## config.mk

```make
export PLATFORM = sky130hd
export DESIGN_NAME = ex_muldiv_unit
export DESIGN_NICKNAME = d
export VERILOG_FILES = /design/src/rtl/ex_muldiv_unit.sv
export SDC_FILE = /design/constraint.sdc
export NUM_CORES = 1
export LEC_CHECK = 0
export CAP_MARGIN = 20
export CELL_PAD_IN_SITES_DETAIL_PLACEMENT = 1
export CELL_PAD_IN_SITES_GLOBAL_PLACEMENT = 1
export CORE_ASPECT_RATIO = 0.6
export CORE_MARGIN = 5
export CORE_UTILIZATION = 30
export DETAILED_ROUTE_END_ITERATION = 10
export HOLD_SLACK_MARGIN = 0.06
export PLACE_DENSITY = 0.6
export SYNTH_ARGS = -nofsm -noshare
export SYNTH_HDL_FRONTEND = slang
export SYNTH_SLANG_ARGS = --single-unit
```

## constraint.sdc

```tcl
create_clock -name clk -period 10 [get_ports clk]
set_input_delay 1 -clock clk [delete_from_list [all_inputs] [get_ports clk]]
set_output_delay 1 -clock clk [all_outputs]
set_load 0.02 [all_outputs]
```

## src/rtl/ex_muldiv_unit.sv

```systemverilog
// Iterative RV32M multiply/divide unit for the EX stage.
// Multiplies by radix-2 shift-add and divides by restoring division, one bit
// per cycle, working on operand magnitudes and fixing the sign on the way out.
// Divide-by-zero and signed overflow bypass the iteration with fixed results.
//
// Handshake: start_i is a level held by the pipeline while the M op sits in
// EX; the unit answers with stall_o until done_o pulses for one cycle with
// result_o valid, so the instruction advances on the edge after done_o.
// flush_i aborts any op that has not yet reached DONE.
module ex_muldiv_unit #(
  parameter int XLEN = 32
) (
  input  logic            clk,
  input  logic            rst_n,
  input  logic            start_i,
  input  logic            flush_i,
  input  logic [2:0]      funct3_i,
  input  logic [XLEN-1:0] rs1_i,
  input  logic [XLEN-1:0] rs2_i,
  output logic            stall_o,
  output logic            busy_o,
  output logic            done_o,
  output logic [XLEN-1:0] result_o,
  output logic [1:0]      dbg_state_o
);

  localparam int CW = $clog2(XLEN);
  localparam logic [CW-1:0] LAST_CNT = CW'(XLEN - 1);
  localparam logic [XLEN-1:0] MIN_NEG = {1'b1, {(XLEN-1){1'b0}}};

  typedef enum logic [1:0] {
    S_IDLE = 2'd0,
    S_BUSY = 2'd1,
    S_DONE = 2'd2
  } state_t;

  state_t              r_state;
  logic [2:0]          r_f3;
  logic                r_neg_res;   // product / quotient must be negated
  logic                r_neg_rem;   // remainder takes the sign of rs1
  logic [XLEN-1:0]     r_a;         // multiplicand, or dividend shifting into quotient
  logic [XLEN-1:0]     r_b;         // divisor magnitude
  logic [2*XLEN-1:0]   r_prod;      // {partial sum, remaining multiplier bits}
  logic [XLEN-1:0]     r_rem;       // partial remainder (always below the divisor)
  logic [CW-1:0]       r_cnt;
  logic                r_done;
  logic [XLEN-1:0]     r_result;

  // Operand decode on the live inputs, used only when an op is accepted in IDLE.
  logic            w_s1, w_s2, w_neg1, w_neg2, w_div0, w_ovf;
  logic [XLEN-1:0] w_mag1, w_mag2, w_special;

  assign w_s1   = (funct3_i == 3'b001) | (funct3_i == 3'b010) |
                  (funct3_i == 3'b100) | (funct3_i == 3'b110);
  assign w_s2   = (funct3_i == 3'b001) | (funct3_i == 3'b100) | (funct3_i == 3'b110);
  assign w_neg1 = w_s1 & rs1_i[XLEN-1];
  assign w_neg2 = w_s2 & rs2_i[XLEN-1];
  assign w_mag1 = w_neg1 ? -rs1_i : rs1_i;
  assign w_mag2 = w_neg2 ? -rs2_i : rs2_i;
  assign w_div0 = funct3_i[2] & (rs2_i == '0);
  assign w_ovf  = funct3_i[2] & ~funct3_i[0] & (rs1_i == MIN_NEG) & (rs2_i == '1);
  // funct3_i[1] separates remainder ops from quotient ops.
  assign w_special = w_div0 ? (funct3_i[1] ? rs1_i : '1)
                            : (funct3_i[1] ? '0 : MIN_NEG);

  // One shift-add multiply step: add multiplicand when the low multiplier bit is set.
  logic [XLEN:0]     w_acc;
  logic [2*XLEN-1:0] w_prod_nx;
  assign w_acc     = {1'b0, r_prod[2*XLEN-1:XLEN]} + (r_prod[0] ? {1'b0, r_a} : '0);
  assign w_prod_nx = {w_acc, r_prod[XLEN-1:1]};

  // One restoring divide step: shift in the next dividend bit, try to subtract.
  logic [XLEN:0]   w_shift, w_diff;
  logic [XLEN-1:0] w_rem_nx, w_quo_nx;
  assign w_shift  = {r_rem, r_a[XLEN-1]};
  assign w_diff   = w_shift - {1'b0, r_b};
  assign w_rem_nx = w_diff[XLEN] ? w_shift[XLEN-1:0] : w_diff[XLEN-1:0];
  assign w_quo_nx = {r_a[XLEN-2:0], ~w_diff[XLEN]};

  // Sign fix-up applied to the values produced by the final iteration.
  logic [2*XLEN-1:0] w_prod_fix;
  logic [XLEN-1:0]   w_quo_fix, w_rem_fix, w_final;
  assign w_prod_fix = r_neg_res ? -w_prod_nx : w_prod_nx;
  assign w_quo_fix  = r_neg_res ? -w_quo_nx : w_quo_nx;
  assign w_rem_fix  = r_neg_rem ? -w_rem_nx : w_rem_nx;

  // Select the architectural result for the captured op.
  always_comb begin
    w_final = '0;
    case (r_f3)
      3'b000:                 w_final = w_prod_fix[XLEN-1:0];
      3'b001, 3'b010, 3'b011: w_final = w_prod_fix[2*XLEN-1:XLEN];
      3'b100, 3'b101:         w_final = w_quo_fix;
      default:                w_final = w_rem_fix;
    endcase
  end

  // Control FSM and datapath registers; done is high exactly while in DONE.
  always_ff @(posedge clk or negedge rst_n) begin
    if (!rst_n) begin
      r_state   <= S_IDLE;
      r_f3      <= '0;
      r_neg_res <= 1'b0;
      r_neg_rem <= 1'b0;
      r_a       <= '0;
      r_b       <= '0;
      r_prod    <= '0;
      r_rem     <= '0;
      r_cnt     <= '0;
      r_done    <= 1'b0;
      r_result  <= '0;
    end else begin
      r_done <= 1'b0;
      case (r_state)
        S_IDLE: begin
          if (start_i && !flush_i) begin
            r_f3      <= funct3_i;
            r_neg_res <= w_neg1 ^ w_neg2;
            r_neg_rem <= w_neg1;
            r_a       <= w_mag1;
            r_b       <= w_mag2;
            r_prod    <= {{XLEN{1'b0}}, w_mag2};
            r_rem     <= '0;
            r_cnt     <= '0;
            if (w_div0 || w_ovf) begin
              r_result <= w_special;
              r_done   <= 1'b1;
              r_state  <= S_DONE;
            end else begin
              r_state  <= S_BUSY;
            end
          end
        end
        S_BUSY: begin
          if (flush_i) begin
            r_state <= S_IDLE;
          end else begin
            r_cnt <= r_cnt + 1'b1;
            if (r_f3[2]) begin
              r_rem <= w_rem_nx;
              r_a   <= w_quo_nx;
            end else begin
              r_prod <= w_prod_nx;
            end
            if (r_cnt == LAST_CNT) begin
              r_result <= w_final;
              r_done   <= 1'b1;
              r_state  <= S_DONE;
            end
          end
        end
        S_DONE:  r_state <= S_IDLE;
        default: r_state <= S_IDLE;
      endcase
    end
  end

  assign stall_o     = start_i & ~r_done & ~flush_i;
  assign busy_o      = (r_state == S_BUSY);
  assign done_o      = r_done;
  assign result_o    = r_result;
  assign dbg_state_o = r_state;

endmodule
```

Yosys cells after proc, flatten, opt, wreduce, memory -nomap -nowiden
Index checks and enable logic that the tools add are counted.
{"block": "word_totals", "reg_bits": 205, "inputBits": 71, "output_inout_bits": 37, "wordCells": 113}
{"block": "classes", "addsub": 8, "n_eq_ne": 20, "muxes": 41, "bitwise": 18, "n_reduce_logical": 15}
{"op": "32-bit 2-to-1 mux", "count": 19}
{"op": "64-bit 2-to-1 mux", "count": 4}
{"op": "32-bit case mux with 2 select lines", "count": 3}
{"op": "32-bit negation", "count": 4}
{"op": "64-bit case mux with 2 select lines", "count": 1}
{"op": "32-bit case mux with 3 select lines", "count": 1}
{"op": "32-bit == test (second input constant)", "count": 2}
{"op": "64-bit negation", "count": 1}
{"op": "32-bit by 32-bit adder with 33-bit output", "count": 1}
{"op": "33-bit by 32-bit subtractor with 33-bit output", "count": 1}
{"op": "32-bit logical NOT", "count": 1}
{"op": "3-bit == test (second input constant)", "count": 4}
{"op": "5-bit 2-to-1 mux", "count": 2}
{"op": "5-bit case mux with 2 select lines", "count": 1}
{"op": "3-bit by 2-bit == test with 1-bit output (second input constant)", "count": 3}
{"op": "1-bit bitwise AND", "count": 8}
{"op": "2-bit 2-to-1 mux", "count": 4}
{"op": "2-bit inequality test (second input constant)", "count": 4}
{"op": "4-bit AND reduction", "count": 2}
{"op": "3-bit by 1-bit == test with 1-bit output (second input constant)", "count": 2}
{"op": "5-bit by 1-bit adder with 5-bit output (second input constant)", "count": 1}
{"op": "5-bit == test (second input constant)", "count": 1}
{"op": "1-bit OR", "count": 5}
{"op": "5-bit AND reduction", "count": 1}
{"op": "18 further kinds", "count": 26}

Logic depth before layout (Yosys ltp)
{"block": "depth", "depth_word": 8, "ltp_mapped": 23, "mapped_depth_nobuf": 21}

Worst setup path after synthesis
OpenSTA, ideal clock, no wires.
{"block": "synth_path", "kind": "register to register", "startpoint": "reg r_a[31]", "endpoint": "reg r_result[30], in the netlist result_o[30]", "setup_ns": 0.130, "arrival_ns": 4.429, "required_ns": 9.870, "setup_slack_ns": 5.441, "path_stages_with_launch": 23, "path_buffers": 2, "synth_period_minus_slack_ns": 4.559, "cell_sequence": "dfrtp_1 inv_1 ha_1 inv_1 fa_1 a211oi_1 o211ai_2 nand4_2 a2111oi_2 nor4_2 nor2_8 inv_4 buf_2 buf_2 ha_1 nand2_1 or3_1 nand2b_1 o31ai_1 xor2_1 o221ai_1 a21oi_1 a31oi_1"}
{"block": "synth_via", "elab_chain_len": 8, "word_cells_on_any_way": 15, "cone_classes": "add/sub (5); mux (9); bitwise (1)"}
{"element": "start, declared", "line": "41", "text": "logic [XLEN-1:0] r_a;"}
{"element": "start signal, assigned", "line": "120", "text": "r_a <= w_mag1;"}
{"element": "start signal, assigned", "line": "141", "text": "r_a <= w_quo_nx;"}
{"element": "32-bit 2-to-1 mux or 33-bit by 32-bit subtractor with 33-bit output (tied branches)", "line": "69, 76"}
{"element": "32-bit by 32-bit adder with 33-bit output, or another cell as far along", "line": "69", "text": "assign w_acc = {1'b0, r_prod[2*XLEN-1:XLEN]} + (r_prod[0] ? {1'b0, r_a} : '0);"}
{"element": "64-bit negation, or another cell as far along", "line": "83", "text": "assign w_prod_fix = r_neg_res ? -w_prod_nx : w_prod_nx;"}
{"element": "64-bit 2-to-1 mux, or another cell as far along", "line": "83"}
{"element": "32-bit case mux with 3 select lines (*)", "line": "90", "text": "case (r_f3)"}
{"element": "32-bit 2-to-1 mux (*)", "line": "145", "text": "if (r_cnt == LAST_CNT) begin"}
{"element": "32-bit 2-to-1 mux (*)", "line": "135", "text": "if (flush_i) begin"}
{"element": "32-bit case mux with 2 select lines (*)", "line": "114", "text": "case (r_state)"}
{"element": "end signal, assigned", "line": "126", "text": "r_result <= w_special;"}
{"element": "end signal, assigned", "line": "146", "text": "r_result <= w_final;"}
{"element": "end, declared", "line": "47", "text": "logic [XLEN-1:0] r_result;"}
Every way passes the cells marked *; elsewhere a longest branch is shown, timed or not. The select of a mux whose other input is x is not followed.
A chain may end at the register's enable or synchronous reset.

Worst setup path after layout
Same ends and word-level chain as after synthesis.

==> impl_metrics.env <==
export IMPL_worst_pin_slew_ns=1.29
export IMPL_hold_buffers=0
export IMPL_drt_pass1_iter_count=5
export IMPL_yosysMostFrequentCell="nand2_1"
export IMPL_period_share=0.559
export IMPL_fin_util=0.350
export IMPL_path_cells="inv_1 > ha_1 > inv_1 > fa_1 > a211oi_1 > o211ai_2 > nand4_2 > a2111oi_2 > nor4_2 > buf_4 > nor2_8 > inv_4 > ha_1 > nand2_1 > or3_1 > nand2b_1 > o31ai_1 > xor2_1 > o221ai_1 > a21oi_1 > a31oi_1"
export IMPL_synthArstFlopShare=1.00
export IMPL_dpl_cell_count=3097
export IMPL_nFillCells=7121
export IMPL_path_max_fanout=37
export IMPL_ir_drop_mv=0.138
export IMPL_period_minus_slack_ns=5.59
export IMPL_yosysTopAreaCell="dfrtp_1"
export IMPL_leakage_nw=8.45
export IMPL_grtUsageTotal=0.265
export IMPL_via_per_inst=6.08
export IMPL_die_w_um=327
export IMPL_start_util=0.304
export IMPL_arrival_ns=6.05
export IMPL_final_net_count=2491
export IMPL_dpl_cell_area_um2=19900
export IMPL_drc=0
export IMPL_syn_cell_area_um2=18100
export IMPL_setup_ws_ns=4.41
export IMPL_fin_total_pwr_mw=3.98
export IMPL_ant_nets=0
export IMPL_ys_ff_latch=205
export IMPL_placement_rows=69
export IMPL_cts_tree="built"
export IMPL_core_area_um2=59400
export IMPL_power_switching_share=0.471
export IMPL_grt_max_degree=76
export IMPL_slew_violations=0
export IMPL_hold_worst_slack_ns=0.377
export IMPL_drive_above_1_share=0.0588
export IMPL_setup_viol=0
export IMPL_clk_pin_slew_ns=0.07
export IMPL_cp_top_family="simple AND/OR/NAND/NOR gates"
export IMPL_rsz0062_at_grt="no"
export IMPL_synthFlopType="dfrtp_1"
export IMPL_portBuffers=107
export IMPL_p_per_area_nw_per_um2=191
export IMPL_synth_area_leaders="dfrtp_1 (28%), o21ai_0 (6.5%), a21oi_1 (5.6%)"
export IMPL_synth_cells=2316
export IMPL_synth_nets=2461
export IMPL_critPathBufInv=4
export IMPL_critPathRequiredTime_ns=10.46
export IMPL_max_slew_margin_rel=0.133
export IMPL_grt_pass1_wl_mm=131
export IMPL_p_comb_frac=0.445
export IMPL_worst_path_max_delay_cell="or3_1"
export IMPL_status="finished clean"
export IMPL_start_kind="flip-flop"
export IMPL_cp_slowest_stage_delay_ns=0.48
export IMPL_tns_ns=0
export IMPL_regArea_um2=5130
export IMPL_antenna_found_initial=6
export IMPL_final_setup_skew_ns=0.0395
export IMPL_synth_distinct_cells=95
export IMPL_multi_input_area_um2=12100
export IMPL_avgSynthCellArea_um2=7.80
export IMPL_hold_viol=0
export IMPL_area_delta_synth_final_pct=15.2
export IMPL_internal_power_mw=2.10
export IMPL_cts_buffers_inserted=26
export IMPL_synth_warnings=0
export IMPL_die_h_um=200
export IMPL_place_hpwl_mm=70.1
export IMPL_worst_skew_pair_late_latency_ns=0.59
export IMPL_clock_sinks=205
export IMPL_cts_resized=0
export IMPL_cts_setup_buffers=0
export IMPL_num_vias=19200
export IMPL_instances_no_fill=3150
export IMPL_overflow=0
export IMPL_synth_sequential_area_ratio=0.284
export IMPL_grt_pass1_vias=18400
export IMPL_ioPinCount=108
export IMPL_routedWlPerCell_um=28.4
export IMPL_p_seq_frac=0.297
export IMPL_synthTopCellsByCount="nand2_1 (245), o21ai_0 (235), dfrtp_1 (205), a21oi_1 (203), nor2_1 (156)"
export IMPL_fin_area_um2=20800
export IMPL_timing_worst_setup_path_type="reg2reg"
export IMPL_clock_path_buffers=3
export IMPL_drt_iter0_drc=2202
export IMPL_gp_congestion=1.01
export IMPL_htree_num_levels=1
export IMPL_dp_slack_ns=4.36
export IMPL_drv_cap=0
export IMPL_end_kind="flip-flop"
export IMPL_hp_class="in2async"
export IMPL_synth_edf_count=0
export IMPL_fp_dieArea_um2=65400
export IMPL_clkPwrFrac=0.258
export IMPL_synth_top_area_share=0.284
export IMPL_wl_mm=89.5
export IMPL_p_switching_mw=1.88
export IMPL_max_freq_ghz=0.179
export IMPL_cts_root_buf="clkbuf_16"
==> kinds of logic after synthesis <==
kind of cell               after synthesis  synth area share
and+or+nand+nor                        799             0.218
AOI/OAI and AO/OA                      771             0.274
xor gates and xnor gates               216             0.105
buffers and inverters                  214            0.0461
DFF                                    205             0.284
adders and majority gates               74            0.0521
muxes                                   37            0.0209
==> per-layer routing <==
metal  track usage  vias to the layer above  routed length (um)
met5        0.0119                        -                 122
met4        0.0250                        4                 780
met3        0.0948                       61               10800
met2         0.348                      803               32900
met1         0.421                     9763               45000
li1              -                     8529                   -
==> flip-flops by register name, summed over array words and instances (netlist names) <==
| name | count |
|---|---|
| r_b | 32 |
| r_f3 | 3 |
| r_cnt | 5 |
| r_rem | 32 |
| r_prod | 64 |
| done_o | 1 |
| dbg_state_o | 2 |
| r_neg_rem | 1 |
| result_o | 32 |
| r_neg_res | 1 |
| r_a | 32 |
==> worst register-to-register path, stage by stage (launching register included) <==
cell	delay, ns
dfrtp_1	0.43
inv_1	0.08
ha_1	0.17
inv_1	0.06
fa_1	0.43
a211oi_1	0.37
o211ai_2	0.20
nand4_2	0.21
a2111oi_2	0.12
nor4_2	0.37
buf_4	0.28
nor2_8	0.15
inv_4	0.40
ha_1	0.34
nand2_1	0.13
or3_1	0.48
nand2b_1	0.29
o31ai_1	0.34
xor2_1	0.18
o221ai_1	0.13
a21oi_1	0.18
a31oi_1	0.10
==> layout make-up <==
class / count / share of cell area
diodes: 5 / 0.000601
clock buffers: 33 / 0.0345
clock inverters: 13 / 0.00818
inverters: 76 / 0.0139
multi-input cells: 1897 / 0.584
flip-flops and latches: 205 / 0.247
well taps: 781 / 0.0470
repair buffers: 140 / 0.0652
==> power groups by stage <==
stage               registers (mW)  clock network (mW)  logic, mW
finish                        1.18                1.03       1.77
global route                  1.19                1.07       1.88
detailed placement            1.18                   0       1.70
CTS                           1.17                1.04       1.71
floorplan                     1.06                   0       1.11
global placement              1.18                   0       1.67
==> layout by cell type, fill, tap and decap left out, types with 18 or more instances in the layout <==
cell             synthesis  routed
nor3_1                  45      45
or3_1                   33      33
o221ai_1                21      21
nor4_1                  22      21
nor2_1                 156     155
o31ai_1                 42      42
ha_1                    72      72
clkbuf_16                0      26
clkdlybuf4s50_1          0     106
and2_1                  51      51
mux2i_1                 31      31
a211oi_1                21      21
nand2_1                245     245
xor2_1                 111     111
dfrtp_1                205     204
nand4_1                 31      31
a21o_1                  30      30
inv_1                   72      72
nand2b_1                29      29
a21oi_1                203     201
nand3_1                104     104
o21ai_0                235     235
a31oi_1                 18      18
buf_4                    2      31
xnor2_1                105     105
a22o_1                  27      27
==> final timing paths <==
kind                       cells past startpoint                 from  slack [ns]                  endpoint
max                                           21  r_a[31]$_DFFE_PN0P_        4.41  result_o[30]$_DFFE_PN0P_
min                                            1                rst_n        0.38       r_a[10]$_DFFE_PN0P_
max reg2reg                                   21  r_a[31]$_DFFE_PN0P_        4.41  result_o[30]$_DFFE_PN0P_
min reg2reg                                    2  r_b[10]$_DFFE_PN0P_        0.48       r_b[10]$_DFFE_PN0P_
max in group asynchronous                      2                rst_n        8.15    r_prod[39]$_DFFE_PN0P_
min in group clk                               2  r_b[10]$_DFFE_PN0P_        0.48       r_b[10]$_DFFE_PN0P_
Power figures use the tool's default switching activity.
==> variant 1, RTL diff (same settings) <==
Register the output `dbg_state_o` once more, cleared by the reset; this adds one clock of latency there. The other outputs are not delayed to match.
--- a/src/rtl/ex_muldiv_unit.sv
+++ b/src/rtl/ex_muldiv_unit.sv
@@ -159,6 +159,12 @@
   assign busy_o      = (r_state == S_BUSY);
   assign done_o      = r_done;
   assign result_o    = r_result;
-  assign dbg_state_o = r_state;
+  always_ff @(posedge clk or negedge rst_n) begin
+    if (!rst_n) begin
+      dbg_state_o <= '0;
+    end else begin
+      dbg_state_o <= r_state;
+    end
+  end
 
 endmodule
Behaviour: not the same (Yosys sat finds a counterexample within 4 cycles, from zero or initial values and one cycle with rst_n low).
==> variant 1 against the original RTL <==
- global-route usage fell by 0.067 points
- total power rose by 9.1%
- highest routed layer unchanged
- area after synthesis rose by 1.6%
- design area rose by 1.3%
- routed wire length rose by 2.2%
- critical path depth rose by 1
- worst setup slack got worse by 450 ps
- sequential share of layout area fell by 0.079 points
- largest cell class unchanged
- sequential cell count rose by 2
==> variant 1: results (changes against the original RTL) <==
Parameter                              Value

Logic synthesis
  Register area share after synthesis    28.2% (-0.18 points)
  Ys flop type    dfrtp_1
  Most area-consuming cells after synthesis    dfrtp_1 (28%), o21ai_0 (7.1%), xnor2_1 (5.3%)
  Most frequent cells after synthesis    o21ai_0 (260), nand2_1 (258), dfrtp_1 (207)
  Share of flip-flops with an asynchronous set or reset after synthesis    100% (unchanged)
  Count of warnings emitted by yosys    0 (unchanged)
  Number of nets in the synthesized netlist    2,510 (+2.0%)
  Library cells used by synthesis    98 (+3.2%)

Clock tree
  CTS Root Cell    clkbuf_16
  Post-cts resize count    0 (unchanged)
  Worst-Skew Late Latency    560 ps (-30 ps)
  Number of buffers inserted for hold repair after clock tree synthesis    0 (unchanged)
  Number of CTS-inserted buffers    24 (-7.7%)
  Clock slew seen by the registers of the worst setup and hold paths    70 ps (about the same)
  Deepest clock path buffer count    3 (unchanged)
  Buffers inserted by post-CTS timing repair    0 (unchanged)
  Maximum level of the CTS H-tree    1 (unchanged)

Global route
  Overall fraction of global-route tracks in use    26.5% (-0.067 points)
  Largest net degree at the start of global routing    88 (+16%)
  Wire length of the first global-routing pass    133 mm (+1.5%)
  Via count of the first global-routing pass    18,900 (+2.7%)
  Antenna violations before repair    13 (+7)

Routing
  DRT Pass-1 Iters    5 (unchanged)
  Number of design-rule violations left by the first detailed-router iteration    2,324 (+5.5%)
  DR vias    19,600 (+2.5%)
  Average wire per cell in the routed design    28.3 µm (-0.45%)

Critical path
  CP max-delay cell    o41ai_1
  Delay contributed by the slowest stage of the critical path    730 ps (+250 ps)
  Reg-to-reg critical path startpoint    r_a[31]
  Worst r2r path cells    22 (+4.8%)
  Highest net fanout along the worst path    27 (-27%)
  Capturing point of the worst reg2reg path    result_o[30]
  Setup slack on the worst flop-to-flop path    3960 ps (-450 ps)
  Arrival time of the worst setup path    6470 ps (+420 ps)

Hold path
  Kind of path behind the tightest hold check    in -> async

Place
  RePlAce Congestion    0.997 (-0.89%)
  Place WS    4130 ps (-231 ps)
  HPWL after DPL    72.1 mm (+2.9%)
  Cell area after placement    20,200 µm² (+1.7%)
  Number of port buffers    107 (unchanged)

Power
  Pwr Density    206 nW/µm² (+7.7%)
  Sequential group share of total power    28.5% (-1.2 points)
  Cell leakage power    0.00853 µW (+1.0%)
  Switching share of power    48.6% (+1.5 points)
  Portion of total power attributed to combinational logic    48.4% (+3.9 points)
  Largest voltage drop on the vdd net    0.117 mV (-15%)

Final layout
  Fillers    7,296 (+2.5%)
  Number of flip-flops under the largest register name    64 (unchanged)
  Fraction of final layout cells sized beyond drive strength 1    5.82% (-0.059 points)
  Multi-input combinational cell area    12,400 µm² (+2.1%)
  Register bank with the most flops    r_prod

STA
  Sum of negative setup slack    0 ps (unchanged)
  Worst-case headroom to the max-slew limit    17.4% (+4.1 points)
  Fin Clk Skew    19.3 ps (-20.2 ps)

Outcome
  Status    finished, final reports clean

Flow run
  Max capacitance violation total    0 (unchanged)
[variant 1: worst max path at each step]
| stage | slack, ps | from | to |
|---|---|---|---|
| CTS | 4080 | r_a[31] | result_o[30] |
| global route | 3470 | r_a[31] | result_o[30] |
| floorplan | 5090 | r_a[31] | result_o[30] |
| detailed placement | 4130 | r_a[31] | result_o[30] |
| finish | 3960 | r_a[31] | result_o[30] |
| global placement | 4160 | r_a[31] | result_o[30] |
[variant 1: routing by layer]
metal,part of all wire [%],vias to the layer above,track usage [%]
li1,-,8746,-
met4,0.98,6,2.38
met5,0.038,-,0
met3,11,62,8.82
met2,38,831,34.7
met1,50,9992,42.5
[variant 1: kinds of logic after synthesis]
| group | Yosys count | synth area share, % |
|---|---|---|
| AOI/OAI and AO/OA | 784 | 27.3 |
| xor gates and xnor gates | 207 | 9.88 |
| adders and majority gates | 74 | 5.13 |
| buffers and inverters | 215 | 4.54 |
| DFF | 207 | 28.2 |
| muxes | 44 | 2.53 |
| and+or+nand+nor | 834 | 22.4 |
[variant 1: through the flow]
stage	cells	hold slack (ps)
floorplan	2365	381
CTS	3232	446
finish	3234	399
global placement	3188	428
detailed placement	3188	428
global route	3233	456
[variant 1: layout make-up]
cell class	count	area share (%)
multi-input cells	1943	58.8
clock buffers	31	3.27
well taps	828	4.92
clock inverters	13	0.802
inverters	72	1.29
diodes	1	0.0119
flip-flops and latches	207	24.6
repair buffers	139	6.28
[variant 1: worst max-delay path, delay by kind of cell (launching register included)]
kind | cells | cell delay, ps
AOI/OAI and AO/OA | 9 | 2760
DFF | 1 | 400
adders and majority gates | 3 | 760
xor gates and xnor gates | 1 | 170
buffers and inverters | 4 | 820
and+or+nand+nor | 5 | 1000
==> variant 2, RTL diff (same flow settings) <==
Made on the original files. Set the parameter `XLEN` to 16 (it was 32).
--- a/src/rtl/ex_muldiv_unit.sv
+++ b/src/rtl/ex_muldiv_unit.sv
@@ -8,7 +8,7 @@
 // result_o valid, so the instruction advances on the edge after done_o.
 // flush_i aborts any op that has not yet reached DONE.
 module ex_muldiv_unit #(
-  parameter int XLEN = 32
+  parameter int XLEN = 16
 ) (
   input  logic            clk,
   input  logic            rst_n,
Ports: changed (resized result_o, rs1_i and rs2_i); port bits go from 108 to 60. No check against the original RTL was run, so the function may have changed too.
==> variant 2 against the original RTL <==
- first-iteration DRC count is 64% lower
- area after synthesis fell by 49%
- die area shrank 47%
- design area fell by 49%
- sequential cell count down 97
- routed wire length decreased by 58%
- sequential share of layout area increased by 1.0 points
- clock power shrank 63%
- worst setup slack better by 370 ps
- count of clock-buffer cells in the layout shrank 23
- total power down 46%
- clock skew fell by 27 ps
- critical path type unchanged
==> variant 2: results (changes against the original RTL) <==
Parameter                              Value

Place
  Place WS    4880 ps (+516 ps)
  HPWL after DPL    29.1 mm (-59%)
  DP Cell Count    1,582 (-49%)
  RePlAce Congestion    0.902 (-10%)
  Number of port buffers    59 (-45%)
  Cell area after placement    10,200 µm² (-49%)

Clock tree
  Deepest clock path buffer count    2 (-1)
  Number of CTS-inserted buffers    9 (-65%)
  Maximum level of the CTS H-tree    3 (+2)
  Worst-Skew Late Latency    380 ps (-210 ps)
  Clock slew seen by the registers of the worst setup and hold paths    ~80 ps
  Post-cts resize count    0 (unchanged)

Critical path
  Highest net fanout along the worst path    20 (-46%)
  Worst r2r path cells    21 (unchanged)
  Critical path startpoint    r_a[15]
  Delay contributed by the slowest stage of the critical path    530 ps (+50 ps)
  Setup slack on the worst flop-to-flop path    4780 ps (+370 ps)
  Reg-to-reg critical path startpoint    r_a[15]
  Arrival time of the worst setup path    5520 ps (-530 ps)
  Capturing point of the worst reg2reg path    result_o[14]
  CP max-delay cell    inv_1
  Cell family contributing the most delay on the critical path    compound AO/OA/AOI/OAI gates

Logic synthesis
  Most frequent cells after synthesis    o21ai_0 (141), nand2_1 (125), dfrtp_1 (108)
  Gate count of the mapped netlist    1,167 (-50%)
  Most area-consuming cells after synthesis    dfrtp_1 (29%), o21ai_0 (7.6%), ha_1 (5.3%)
  Register area share after synthesis    29.2% (+0.79 points)
  Number of nets in the synthesized netlist    1,247 (-49%)
  Library cells used by synthesis    88 (-7.4%)

Power
  Largest voltage drop on the vdd net    0.0860 mV (-38%)
  Cell leakage power    0.00424 µW (-50%)

STA
  Hold slack final    481 ps (+104 ps)
  Final Cycle Share    52.2% (-3.7 points)
  Worst-case headroom to the max-slew limit    33.9% (+21 points)
  Fin Clk Skew    13.0 ps (-26.5 ps)

Global route
  GRT met3 Usage    6.77% (-2.7 points)
  Met2 track demand over resource    26.3% (-8.5 points)
  Via count of the first global-routing pass    8,929 (-52%)
  Antenna violations before repair    1 (-5)
  Largest net degree at the start of global routing    69 (-9.2%)
  Overall fraction of global-route tracks in use    21.3% (-5.2 points)
  Routing usage on met1    35.5% (-6.6 points)
  Wire length of the first global-routing pass    57.2 mm (-56%)

Routing
  Number of vias per cell after detailed routing    5.72 (-6.0%)
  Number of design-rule violations left by the first detailed-router iteration    793 (-64%)
  Final wirelength    37.3 mm (-58%)
  Post-Route M1 WL    20.4 mm (-55%)
  Routed met3 length    3.27 mm (-70%)
  Average wire per cell in the routed design    23.4 µm (-18%)
  Detailed route wirelength on metal2    13.3 mm (-59%)

Final layout
  Number of nets at the end of the flow    1,266 (-49%)
  Fraction of final layout cells sized beyond drive strength 1    5.97% (+0.087 points)
  Number of flip-flops under the largest register name    32 (-50%)
  Number of antenna diodes    0 (-5)
  Fillers    3,644 (-49%)
  Layout overhead on the synthesized area    13.6%

Outcome
  Status    finished, final reports clean

Hold path
  Kind of path behind the tightest hold check    reg -> reg
  Endpoint of the worst hold-timing path    r_b[11]
variant 2: layout make-up:
class | instances | area share [%]
clock inverter | 5 | 0.607
tap | 408 | 4.86
inverter | 48 | 1.71
clock buffer | 10 | 2.18
sequential | 108 | 25.7
multi-input combinational | 947 | 58.2
timing repair buffer | 72 | 6.71
variant 2: logic make-up (layout without fill, tap and decap cells):
| kind of cell | Yosys count | count (layout) | synth area share (%) |
|---|---|---|---|
| AO/OA/AOI/OAI | 377 | 377 | 26.3 |
| XOR/XNOR | 99 | 99 | 9.36 |
| adder cells (fa/ha/maj) | 41 | 41 | 5.70 |
| buffers and inverters | 112 | 135 | 4.80 |
| flip-flops | 108 | 108 | 29.2 |
| multiplexers | 28 | 28 | 3.28 |
| AND/OR/NAND/NOR | 402 | 402 | 21.4 |
variant 2: where the power goes:
part	internal, µW	switching [µW]
Clock	195	186
Combinational	397	702
Sequential	522	144
Total	1110	1030
